[src/rtl/mult_sequencer.sv]
// Multi-cycle unsigned 32x32->64 shift-add multiply controller driving a shared external adder.
// Optional MULT_ZERO_SKIP_EN: a zero operand finishes straight into DONE with a zero product.
module mult_sequencer #(
    parameter int WIDTH = 32
) (
    input  logic             clk,
    input  logic             reset_n,
    input  logic             start,
    input  logic [WIDTH-1:0] multiplicand,
    input  logic [WIDTH-1:0] multiplier,
    output logic [WIDTH-1:0] add_a,
    output logic [WIDTH-1:0] add_b,
    input  logic [WIDTH-1:0] add_result,
    output logic             busy,
    output logic             done,
    output logic [WIDTH-1:0] hi,
    output logic [WIDTH-1:0] lo
);

    typedef enum logic [1:0] {
        IDLE = 2'd0,
        RUN  = 2'd1,
        DONE = 2'd2
    } state_t;

    state_t           state, state_next;
    logic [WIDTH-1:0] ph, ph_next;
    logic [WIDTH-1:0] pl, pl_next;
    logic [WIDTH-1:0] m, m_next;
    logic [5:0]       cnt, cnt_next;
    logic [WIDTH-1:0] hi_next, lo_next;
    logic             carry;

    always_ff @(posedge clk) begin
        if (!reset_n) begin
            state <= IDLE;
            ph    <= '0;
            pl    <= '0;
            m     <= '0;
            cnt   <= '0;
            hi    <= '0;
            lo    <= '0;
        end else begin
            state <= state_next;
            ph    <= ph_next;
            pl    <= pl_next;
            m     <= m_next;
            cnt   <= cnt_next;
            hi    <= hi_next;
            lo    <= lo_next;
        end
    end

    // Adder operands are gated to zero outside RUN so the shared adder stays quiet.
    assign busy  = (state == RUN);
    assign done  = (state == DONE);
    assign add_a = busy ? ph : '0;
    assign add_b = (busy && pl[0]) ? m : '0;

    // The adder has no carry-out port, so it is rebuilt from the operand and sum MSBs.
    assign carry = (add_a[WIDTH-1] & add_b[WIDTH-1]) |
                   ((add_a[WIDTH-1] | add_b[WIDTH-1]) & ~add_result[WIDTH-1]);

    always_comb begin
        state_next = state;
        ph_next    = ph;
        pl_next    = pl;
        m_next     = m;
        cnt_next   = cnt;
        hi_next    = hi;
        lo_next    = lo;
        unique case (state)
            IDLE, DONE: begin
                if (start) begin
                    ph_next    = '0;
                    pl_next    = multiplier;
                    m_next     = multiplicand;
                    cnt_next   = '0;
                    state_next = RUN;
`ifdef MULT_ZERO_SKIP_EN
                    if (multiplicand == '0 || multiplier == '0) begin
                        hi_next    = '0;
                        lo_next    = '0;
                        state_next = DONE;
                    end
`endif
                end else begin
                    state_next = IDLE;
                end
            end
            RUN: begin
                ph_next  = {carry, add_result[WIDTH-1:1]};
                pl_next  = {add_result[0], pl[WIDTH-1:1]};
                cnt_next = cnt + 6'd1;
                if (cnt == 6'(WIDTH - 1)) begin
                    hi_next    = ph_next;
                    lo_next    = pl_next;
                    state_next = DONE;
                end
            end
            default: state_next = IDLE;
        endcase
    end

endmodule

[config.mk]
export PLATFORM = sky130hd
export DESIGN_NAME = mult_sequencer
export DESIGN_NICKNAME = d
export VERILOG_FILES = /design/src/rtl/mult_sequencer.sv
export SDC_FILE = /design/constraint.sdc
export NUM_CORES = 1
export LEC_CHECK = 0
export ABC_AREA = 1
export CAP_MARGIN = 20
export CORE_ASPECT_RATIO = 1.75
export CORE_UTILIZATION = 38
export DETAILED_ROUTE_END_ITERATION = 8
export GPL_TIMING_DRIVEN = 0
export PLACE_DENSITY = 0.66
export REMOVE_ABC_BUFFERS = 1
export SLEW_MARGIN = 20
export SYNTH_ARGS = -nofsm -noshare
export SYNTH_HDL_FRONTEND = slang
export SYNTH_SLANG_ARGS = --single-unit
export TNS_END_PERCENT = 10
[constraint.sdc]
create_clock -name clk -period 1.7 [get_ports clk]
set_input_delay 0.255 -clock clk [delete_from_list [all_inputs] [get_ports clk]]
set_output_delay 0.255 -clock clk [all_outputs]
set_load 0.02 [all_outputs]
==> results.toml, run 1 <==
[status]
status = "finished, violations left"
violations = "negative setup slack"

[global_route]
grt-ovfl-total = 0
grt_pass1_wl_mm = 34.2
grt_pass1_vias = 6256
antenna_found_initial = 2
grt_use_total_pct = 25.6
grt_max_degree = 74

[setup_path]
cp.required_ns = 1.44
r2r_setup_slack_ns = -0.03
worst-path-max-fanout = 8
rr_endpoint = "pl[23]$_SDFFE_PN0P_"
arrival_ns = 1.58
setup.worst_path.class = "reg2out"
critPathLaunchType = "flip-flop"
cp-end-kind = "output pin"
worstRegToRegCells = 6
reg2reg_from = "state[0]$_SDFFE_PN0P_"

[synth]
synth-seq-area-share_pct = 51.0
avgSynthCellArea_sq_um = 7.39
ys_ff_latch = 168
synth_edf_count = 0
synth_cell_types = 23
netlist_area_sq_um = 6600
synth_ff_type = "dfxtp_1"
async_flop_share_pct = 0
synth_warnings = 0
postSynthCellCount = 893

[floorplanning]
num_rows = 63
core_area_sq_um = 16900
dieWidth_microns = 102
initial_core_util_pct = 38.9
die_height_microns = 176
num_io_pins = 229
die-area_sq_um = 17900

[power]
peakVddDrop_mv = 0.661
p_leak_nw = 4.10
power_density_nw_per_um2 = 934
total_power_mw = 9.30

[run]
maxCapViolations = 0

[cells_and_area]
utilization_pct = 58.8
layout-area-overhead-vs-synth_pct = 50.9
finalNetCount = 1220
num-fill-cells = 1597
drive_gt1_share_pct = 15.8
ff_latch_area_sq_um = 3370
multi_input_comb_area_sq_um = 2890

[sta]
rsz0062_at_grt = "true"
fin_worst_skew_ns = 0.00642
min_period_ns = 1.83
slew_violations = 0
max_freq_ghz = 0.546
worst_pin_slew_ns = 0.914
tns_ns = -3.27
max-slew-margin-rel_pct = 39.1
finalHoldViolCount = 0
setup_violations = 38
timing.final.ws_setup_ns = -0.131
post-route-period-util_pct = 108

[routing]
drcViolationCount = 0
drt_first_pass_iters = 5
initialDrtViolationCount = 271
viasPerCell = 4.86
routed_wl_mm = 23.3
wire_per_inst_microns = 17.1
vias = 6603
postRouteAntennaNets = 0

[placed_design]
port_buffers = 228
detailed_place_hpwl_mm = 12.4
gp_congestion = 0.759

[cts]
htree_levels = 4
cts_hold_buf = 0
clock_sinks = 168
cts_buffer_depth = 2
cts-root-buf = "clkbuf_16"
numCtsBuffers = 17
cts.clk_slew.worst_paths_ns = 0.06
cts_tree = "yes"
insertion_delay_ns = 0.42

[worst_hold_path]
holdCritStartpoint = "reset_n"
hp-class = "in2reg"
hold_depth = 3
whs_endpoint = "hi[31]$_SDFFE_PN0P_"
[placed cells by master, fill, tap and decap left out, drive strengths merged, types with 4 or more instances in the layout]
cell | netlist | final
dlymetal6s2s | 0 | 4
nand3 | 65 | 68
nand2 | 305 | 309
clkdlybuf4s50 | 0 | 157
clkbuf | 14 | 21
nor2 | 75 | 79
o21ai | 35 | 35
buf | 48 | 96
bufinv | 0 | 4
dfxtp | 168 | 168
inv | 74 | 74
a31oi | 33 | 33
clkinv | 1 | 5
a21oi | 71 | 71
[per-layer routing]
metal | part of all wire, % | track usage [%] | vias up
met5 | 0 | 0 | -
met4 | 2.7 | 9.84 | 0
met3 | 5.6 | 5.66 | 32
met2 | 54 | 48.3 | 205
met1 | 38 | 26.8 | 3078
li1 | - | - | 3288
[kinds of logic after synthesis]
logic type                 count (synthesis)  share of synthesized area (%)
adders and majority gates                  1                          0.190
buffers and inverters                    137                           10.2
DFF                                      168                           51.0
AOI/OAI and AO/OA                        139                           11.2
and+or+nand+nor                          448                           27.5
[power by group]
| part | total, mW | leakage [nW] | internal [mW] | switching, mW |
|---|---|---|---|---|
| Sequential | 4.19 | 1.37 | 4.10 | 0.0916 |
| Combinational | 0.993 | 2.43 | 0.426 | 0.567 |
| Clock | 4.12 | 0.292 | 2.50 | 1.62 |
| Total | 9.30 | 4.10 | 7.02 | 2.28 |
[final cells by class]
class | count | share of cell area [%]
sequential | 168 | 33.9
multi-input combinational | 599 | 29.0
timing repair buffer | 259 | 25.0
clock buffer | 20 | 4.49
inverter | 75 | 3.08
tap | 227 | 2.85
clock inverter | 11 | 1.75
antenna | 1 | 0.0251
[flip-flops by register name, indices dropped and copies added (netlist names)]
| signal | flops |
|---|---|
| lo | 32 |
| state | 2 |
| m | 32 |
| ph | 32 |
| pl | 32 |
| hi | 32 |
| cnt | 6 |
[cells in the mapped netlist (2+ instances only)]
cell	count	area, sq um
a21oi_1	71	355
a31oi_1	33	206
buf_1	9	33.8
buf_2	16	80.1
buf_4	9	67.6
buf_6	14	158
clkbuf_1	14	52.6
dfxtp_1	168	3360
inv_1	68	255
inv_2	6	22.5
nand2_1	302	1130
nand2_2	3	18.8
nand3_1	64	320
nor2_1	72	270
nor3_1	2	10.0
o21ai_0	35	175
[how the worst max path moves through the flow]
stage | endpoint | slack, ns | from | cells after the start
floorplan | add_b[0] | -2.08 | state[0]$_SDFFE_PN0P_ | 4
global placement | hi[24]$_SDFFE_PN0P_ | -5.29 | reset_n | 5
detailed placement | cnt[4]$_SDFFE_PN0P_ | -1.81 | start | 6
CTS | add_b[4] | -0.15 | state[0]$_SDFFE_PN0P_ | 6
global route | add_b[21] | -0.18 | state[0]$_SDFFE_PN0P_ | 6
finish | add_b[21] | -0.13 | state[0]$_SDFFE_PN0P_ | 6
[repair_timing]
item	in CTS	in global routing
hold endpoints to repair	0	0
pin swaps	8	5
endpoints found under the setup margin	202	181
gates resized for setup	352	42
gates cloned	11	1
buffers inserted	22	5
[critical path, stage by stage (launching register included)]
cell     delay [ns]
dfxtp_4        0.38
inv_6          0.05
nor2_4         0.14
buf_12         0.18
nand2_8        0.12
nor2_2         0.12
buf_4          0.15
[metrics by stage]
| step | hold WS [ns] | std cells | setup WS [ns] | area, sq um |
|---|---|---|---|---|
| 2_1_floorplan | 0.358 | 831 | -2.08 | 6210 |
| 5_1_grt | 0.329 | 1360 | -0.185 | 9960 |
| 3_3_place_gp | 0.439 | 1286 | -5.29 | 8770 |
| 4_1_cts | 0.307 | 1353 | -0.145 | 9790 |
| 3_5_place_dp | 0.443 | 1289 | -1.81 | 8860 |
| 6_report | 0.320 | 1360 | -0.131 | 9960 |
Note: power is estimated with default switching activity, not from simulation.
==> inputs of run 2 (changes only) <==
Settings changed: SKIP_CTS_REPAIR_TIMING from default to 1.
==> results.toml, run 2 (same netlist as run 1, synthesis figures left out) <==
[status]
status = "finished, violations left"
violations = "negative setup slack"

[floorplanning]
dieWidth_microns = 102
num_io_pins = 229
initial_core_util_pct = 38.9
num_rows = 63
die_height_microns = 176
core_area_sq_um = 16900
die-area_sq_um = 17900

[setup_path]
worstRegToRegCells = 6
critPathMaxStageDelay_ns = 0.40
cp.required_ns = 1.44
reg2reg_from = "cnt[0]$_SDFFE_PN0P_"
cp_top_family = "simple AND/OR/NAND/NOR gates"
critPathLaunchType = "flip-flop"
worst-path-max-fanout = 15
slowest_stage = "dfxtp_4"
path_cells = "inv_4 > nor2_4 > buf_12 > nand2_4 > nor2_1 > buf_4"
arrival_ns = 1.72
setup.worst_path.class = "reg2out"
path_buf_inv = 3
rr_endpoint = "lo[28]$_SDFFE_PN0P_"
r2r_setup_slack_ns = -0.11
cp-end-kind = "output pin"

[sta]
post-route-period-util_pct = 116
timing.final.ws_setup_ns = -0.271
slew_violations = 0
min_period_ns = 1.97
fin_worst_skew_ns = 0.00812
worst_pin_slew_ns = 0.906
setup_violations = 95
rsz0062_at_grt = "true"
max-slew-margin-rel_pct = 39.6
hold_ws_ns = 0.327
max_freq_ghz = 0.507
finalHoldViolCount = 0

[routing]
viasPerCell = 4.83
routed_wl_mm = 21.8
vias = 6508
postRouteAntennaNets = 0
wire_per_inst_microns = 16.2
drt_first_pass_iters = 4
drcViolationCount = 0
initialDrtViolationCount = 339

[global_route]
grt-ovfl-total = 0
grt_use_total_pct = 21.6
grt_pass1_wl_mm = 29.7
grt_pass1_vias = 5913
antenna_found_initial = 2
grt_max_degree = 71

[cells_and_area]
final_common_cell = "nand2_1"
multi_input_comb_area_sq_um = 2720
finalNetCount = 1208
final_cell_mix = "nand2_1, dfxtp_1, clkdlybuf4s50_1, a21oi_1, nor2_1"
layout-area-overhead-vs-synth_pct = 46.8
num-fill-cells = 1618
ff_latch_area_sq_um = 3370
drive_gt1_share_pct = 13.4

[worst_hold_path]
whs_endpoint = "hi[31]$_SDFFE_PN0P_"
hp-class = "in2reg"
holdCritStartpoint = "reset_n"
hold_depth = 3

[power]
power_density_nw_per_um2 = 954
p_leak_nw = 4.08
peakVddDrop_mv = 0.647

[placed_design]
detailed_place_hpwl_mm = 12.4
dp_slack_ns = -1.81
port_buffers = 228
gp_congestion = 0.759

[cts]
cts-root-buf = "clkbuf_16"
cts_tree = "yes"
cts_buffer_depth = 2
clock_sinks = 168
cts.clk_slew.worst_paths_ns = 0.06
numCtsBuffers = 17
insertion_delay_ns = 0.42
htree_levels = 4

[run]
maxCapViolations = 0
[run 2: area by class of cell]
type / count / area share [%]
timing repair buffer: 251 / 24.7
sequential: 168 / 34.8
clock inverter: 11 / 1.79
tap: 227 / 2.93
multi-input combinational: 595 / 28.1
antenna: 1 / 0.0258
clock buffer: 20 / 4.61
inverter: 75 / 3.09
[run 2: worst min-delay path: cells and delay by family]
family	cells	cell delay (ns)
buffers and inverters	1	0.26
AOI/OAI and AO/OA	1	0.03
and+or+nand+nor	1	0.13
[run 2: worst max path at each step]
stage	slack (ns)	startpoint	to	cells after the start
2_1_floorplan	-2.08	state[0]$_SDFFE_PN0P_	add_b[0]	4
3_3_place_gp	-5.29	reset_n	hi[24]$_SDFFE_PN0P_	5
3_5_place_dp	-1.81	start	cnt[4]$_SDFFE_PN0P_	6
4_1_cts	-1.90	state[0]$_SDFFE_PN0P_	add_b[9]	6
5_1_grt	-0.34	state[0]$_SDFFE_PN0P_	add_b[6]	6
6_report	-0.27	state[0]$_SDFFE_PN0P_	add_b[6]	6
[run 2: where the power goes]
| part | switching [mW] | internal (mW) |
|---|---|---|
| registers | 0.0869 | 4.10 |
| logic | 0.523 | 0.414 |
| clock network | 1.62 | 2.50 |
| total | 2.23 | 7.01 |
[run 2: metrics by stage]
step | power (mW) | TNS [ns] | cell area, sq um | std cells | utilization [%]
floorplan | 4.64 | -238.50 | 6210 | 831 | -
detailed placement | 5.14 | -251.20 | 8860 | 1289 | 52.3
finish | 9.24 | -11.07 | 9690 | 1348 | 57.2
global route | 9.56 | -26.19 | 9690 | 1348 | 57.2
CTS | 9.24 | -255.39 | 9480 | 1320 | 55.9
global placement | 5.11 | -835.79 | 8770 | 1286 | 51.8
[run 2: metal layers]
| metal | share of wire, % | GRT usage (%) | vias up |
|---|---|---|---|
| met5 | 0 | 0 | - |
| met1 | 39 | 22.9 | 3018 |
| met3 | 5.9 | 5.74 | 23 |
| met4 | 2.1 | 8.88 | 0 |
| li1 | - | - | 3258 |
| met2 | 53 | 39.5 | 209 |
==> patch 1, RTL diff (settings of run 2) <==
Encoding of `state_t`: now one-hot (3 bits for 3 states).
--- a/src/rtl/mult_sequencer.sv
+++ b/src/rtl/mult_sequencer.sv
@@ -17,10 +17,10 @@
     output logic [WIDTH-1:0] lo
 );
 
-    typedef enum logic [1:0] {
-        IDLE = 2'd0,
-        RUN  = 2'd1,
-        DONE = 2'd2
+    typedef enum logic [2:0] {
+        IDLE = 3'b001,
+        RUN  = 3'b010,
+        DONE = 3'b100
     } state_t;
 
     state_t           state, state_next;
Behaviour: no difference found for any inputs over 10 cycles, from zero or initial values and one cycle with reset_n low; not proved beyond that.
==> patch 1 against run 2 <==
The run still ends with negative setup slack left. Combinational power rose by 13%. Cell count up 9.4%. Design area up 13%. Register-to-register slack worse by 0.08 ns. Synthesized area increased by 7.0%. Sequential cell count increased by 1. Power is 1.9% higher. Setup slack worse by 0.014 ns. Routed wire length is 10% higher.
==> patch 1: results (changes against run 2) <==
Run status
  – Status: complete, but fails checks
  – Failing checks: negative setup slack

Power and ir drop
  – Worst IR Drop VDD: 0.534 mV (-18%)
  – Sw Share: 25.9% (+1.7 points)
  – Static leakage: 4.83 nW (+18%)

Setup path
  – CP startpoint: state[0]$_SDFFE_PN1P_
  – R2R setup slack: -0.19 ns (-0.08 ns)
  – Crit path largest cell delay: 0.34 ns (-0.06 ns)
  – Max FO, Critical Path: 8 (-7)
  – Critical Path Slowest Stage Cell: dfxtp_2
  – R2R Path Start: state[1]$_SDFFE_PN0P_

Finish
  – Layout cells sized above 1: 18.3% (+4.9 points)
  – Final instance area: 10900 sq um (+13%)
  – Filler instances: 1721 (+6.4%)
  – Ant. Diodes: 0 (-1)
  – Nets@finish: 1328 (+9.9%)

STA
  – Setup TNS: -20.10 ns (-9.04 ns)
  – Clock skew: 0.00836 ns (+0.000233 ns)
  – Hold Slack: 0.225 ns (-0.103 ns)
  – Max_slew headroom: 37.0% (-2.6 points)
  – # setup viols final: 156 (+64%)
  – Final worst-path setup slack: -0.285 ns (-0.0138 ns)

Drt
  – Routed Wire Length: 24100 um (+10%)
  – Initial DRC Count: 291 (-14%)
  – Via count: 7332 (+13%)
  – Number of iterations in the first detailed-routing pass: 5 (+1)
  – Drt via density: 4.97 (+3.0%)

Placement
  – DP Area: 9400 sq um (+6.1%)
  – Post-DP HPWL: 12800 um (+3.6%)
  – Dpl ws: -2.29 ns (-0.481 ns)
  – Cells after DPL: 1402 (+8.8%)
  – RePlAce Congestion: 0.784 (+3.3%)

Logic synthesis
  – Top post-synthesis cells by area: dfxtp_1 (48%), nand2_1 (13%), nand3_1 (9.4%), nor2_1 (6.9%), inv_1 (5.6%)
  – Syn Inst Count: 1008 (+13%)
  – Distinct cells, synth: 19 (-17%)
  – Seq/Total Area, Yosys: 47.9% (-3.1 points)
  – List of most frequent post-synthesis cells: nand2_1 (237), dfxtp_1 (169), nand3_1 (132)

GRT
  – Pin count of the biggest net entering global routing: 88 (+24%)
  – First-pass GRT wire length: 32400 um (+8.8%)
  – GRT Overall Usage: 21.3% (-0.30 points)
  – Vias in the first global route: 6606 (+12%)
  – Antenna violations before repair: 0 (-2)

Clock network
  – Later-pin clock latency in the skew report: 0.44 ns (+0.02 ns)
  – Root buffer cell: clkbuf_16
patch 1: cell count changes in the layout (fill, tap and decap cells not counted), moves of 28 or more:
| cell | change |
|---|---|
| nand3_1 | +69 |
| a31oi_1 | -33 |
| buf_6 | +31 |
| nand2_1 | -65 |
| inv_1 | +36 |
| o21ai_0 | +34 |
| nor2_2 | +28 |
patch 1: kinds of logic after synthesis:
kind of cell               synth area share (%)
DFF                                        47.9
and+or+nand+nor                            30.7
buffers and inverters                      11.2
AOI/OAI and AO/OA                          9.99
adders and majority gates                 0.177
patch 1: routing by layer:
| metal | part of all wire, % | GRT usage, % |
|---|---|---|
| met1 | 37 | 22.3 |
| met2 | 55 | 40.2 |
| met3 | 4.2 | 4.25 |
| met4 | 3.4 | 10.2 |
| met5 | 0 | 0 |
patch 1: final cells by class:
cell class	count	area [sq um]	area share [%]
inverter	107	432	3.96
clock inverter	14	181	1.66
multi-input combinational	668	3370	30.9
timing repair inverter	3	33.8	0.310
sequential	169	3390	31.1
clock buffer	18	439	4.03
tap	234	293	2.68
timing repair buffer	262	2760	25.3
patch 1: power groups by stage:
stage / Combinational (mW) / Clock (mW) / Sequential [mW]
after floorplan: 0.438 / 0 / 4.26
after global placement: 0.861 / 0 / 4.28
after detailed placement: 0.872 / 0 / 4.28
after CTS: 0.877 / 4.24 / 4.19
after global routing: 1.17 / 4.42 / 4.23
final: 1.06 / 4.14 / 4.22
patch 1: final timing paths:
| check | to | cells past startpoint |
|---|---|---|
| max | add_b[27] | 7 |
| min | pl[24]$_SDFFE_PN0P_ | 3 |
| max reg2reg | pl[26]$_SDFFE_PN0P_ | 8 |
| min reg2reg | lo[1]$_SDFFE_PN0P_ | 2 |
==> patch 2, RTL diff (config.mk and constraints of run 2) <==
Made on the original files. Change the parameter `WIDTH` from 32 to 16.
--- a/src/rtl/mult_sequencer.sv
+++ b/src/rtl/mult_sequencer.sv
@@ -1,7 +1,7 @@
 // Multi-cycle unsigned 32x32->64 shift-add multiply controller driving a shared external adder.
 // Optional MULT_ZERO_SKIP_EN: a zero operand finishes straight into DONE with a zero product.
 module mult_sequencer #(
-    parameter int WIDTH = 32
+    parameter int WIDTH = 16
 ) (
     input  logic             clk,
     input  logic             reset_n,
Interface: changed (7 resized); port bits go from 229 to 117. No check against the original RTL was run, so the function may have changed too.
==> patch 2 against run 2 <==
The run still ends with negative setup slack left. Sequential cell count decreased by 80. Core utilization increased by 2.6 points. Routed wire length decreased by 54%. Synthesized area decreased by 48%. Critical endpoint is now add_b[1]. Design area decreased by 46%. Clock skew increased by 0.0015 ns. Power decreased by 48%. Setup slack improved by 0.25 ns. Sequential share of layout area decreased by 0.81 points. Register-to-register slack improved by 0.11 ns.
==> patch 2: results (changes against run 2) <==
Setup path
  – R2R setup slack: 0 ns (+0.11 ns)
  – Reg-to-reg endpoint: hi[9]$_SDFFE_PN0P_
  – Worst reg2reg path depth: 9 (+3)
  – R2R Path Start: state[0]$_SDFFE_PN0P_
  – Crit path to: add_b[1]
  – Critical path arrival: 1.46 ns (-0.26 ns)
  – Crit path max-delay family: flip-flops

Logic synthesis
  – Synth Area in Compound Gates: 13.3% (+2.1 points)
  – Seq/Total Area, Yosys: 51.2% (+0.28 points)
  – Adder-cell share of the synthesized area: 0.364% (+0.17 points)
  – Post-Syn Area per Cell: 7.25 sq um (-1.9%)
  – Distinct cells, synth: 21 (-8.7%)
  – List of most frequent post-synthesis cells: nand2_1 (161), dfxtp_1 (88), a21oi_1 (52)

Clock network
  – H-tree depth: 3 (-1)
  – CTS Buf Count: 9 (-8)

Min path
  – Worst hold start: m[8]$_SDFFE_PN0P_
  – Hold EP: m[8]$_SDFFE_PN0P_
  – Min-delay worst type: reg -> reg

Placement
  – Post-DP HPWL: 5890 um (-52%)
  – DP Area: 4620 sq um (-48%)
  – Cells after DPL: 680 (-47%)
  – Dpl ws: -1.31 ns (+0.507 ns)

STA
  – Clock skew: 0.00961 ns (+0.00148 ns)
  – Setup TNS: -0.0178 ns (+11.05 ns)
  – Worst Tran Pin Value: 1.01 ns (+0.106 ns)
  – Hold Slack: 0.456 ns (+0.129 ns)
  – Final worst-path setup slack: -0.0178 ns (+0.253 ns)
  – # setup viols final: 1 (-99%)

Run status
  – Status: complete, but fails checks
  – Failing checks: negative setup slack

Finish
  – Ant. Diodes: 0 (-1)
  – Layout cells sized above 1: 13.3% (-0.048 points)
  – Filler instances: 826 (-49%)
  – Nets@finish: 639 (-47%)
  – Final cell count without fillers: 709 (-47%)
  – Finished Core Util: 59.7% (+2.6 points)

Power and ir drop
  – Switching power: 1.13 mW (-49%)
  – Sequential Power Share: 45.5% (+0.2 points)

Drt
  – Drt via density: 4.85 (+0.50%)
  – Initial DRC Count: 198 (-42%)
  – Routed Wire Length: 10100 um (-54%)

GRT
  – GRT Overall Usage: 20.1% (-1.5 points)
  – Vias in the first global route: 3242 (-45%)
  – First-pass GRT wire length: 14600 um (-51%)
patch 2: cell types whose count changed in the layout (fill, tap and decap cells not counted), moves of 7 or more:
cell / before / now
a21oi_1: 71 / 51
a31oi_1: 33 / 17
buf_4: 59 / 19
clkbuf_16: 18 / 10
clkbuf_2: 14 / 3
clkdlybuf4s50_1: 155 / 81
dfxtp_1: 164 / 84
dlymetal6s2s_1: 7 / 14
inv_1: 68 / 38
nand2_1: 299 / 159
nand3_1: 63 / 20
nor2_1: 69 / 28
o21ai_0: 35 / 18
patch 2: layer usage:
metal  vias to the layer above  global-route usage, %  wire length, um
met3                        12                   4.25              611
met4                         0                   8.14              214
met5                         -                      0                0
met2                       105                   37.5             5350
met1                      1585                   20.9             3960
li1                       1738                      -                -
patch 2: final cells by class:
cell class / instances / share of cell area [%]
Sequential cell: 88 / 34.0
Multi-Input combinational cell: 320 / 29.1
Timing Repair Buffer: 125 / 24.2
Clock buffer: 10 / 4.58
Inverter: 43 / 3.70
Tap cell: 117 / 2.81
Clock inverter: 6 / 1.58
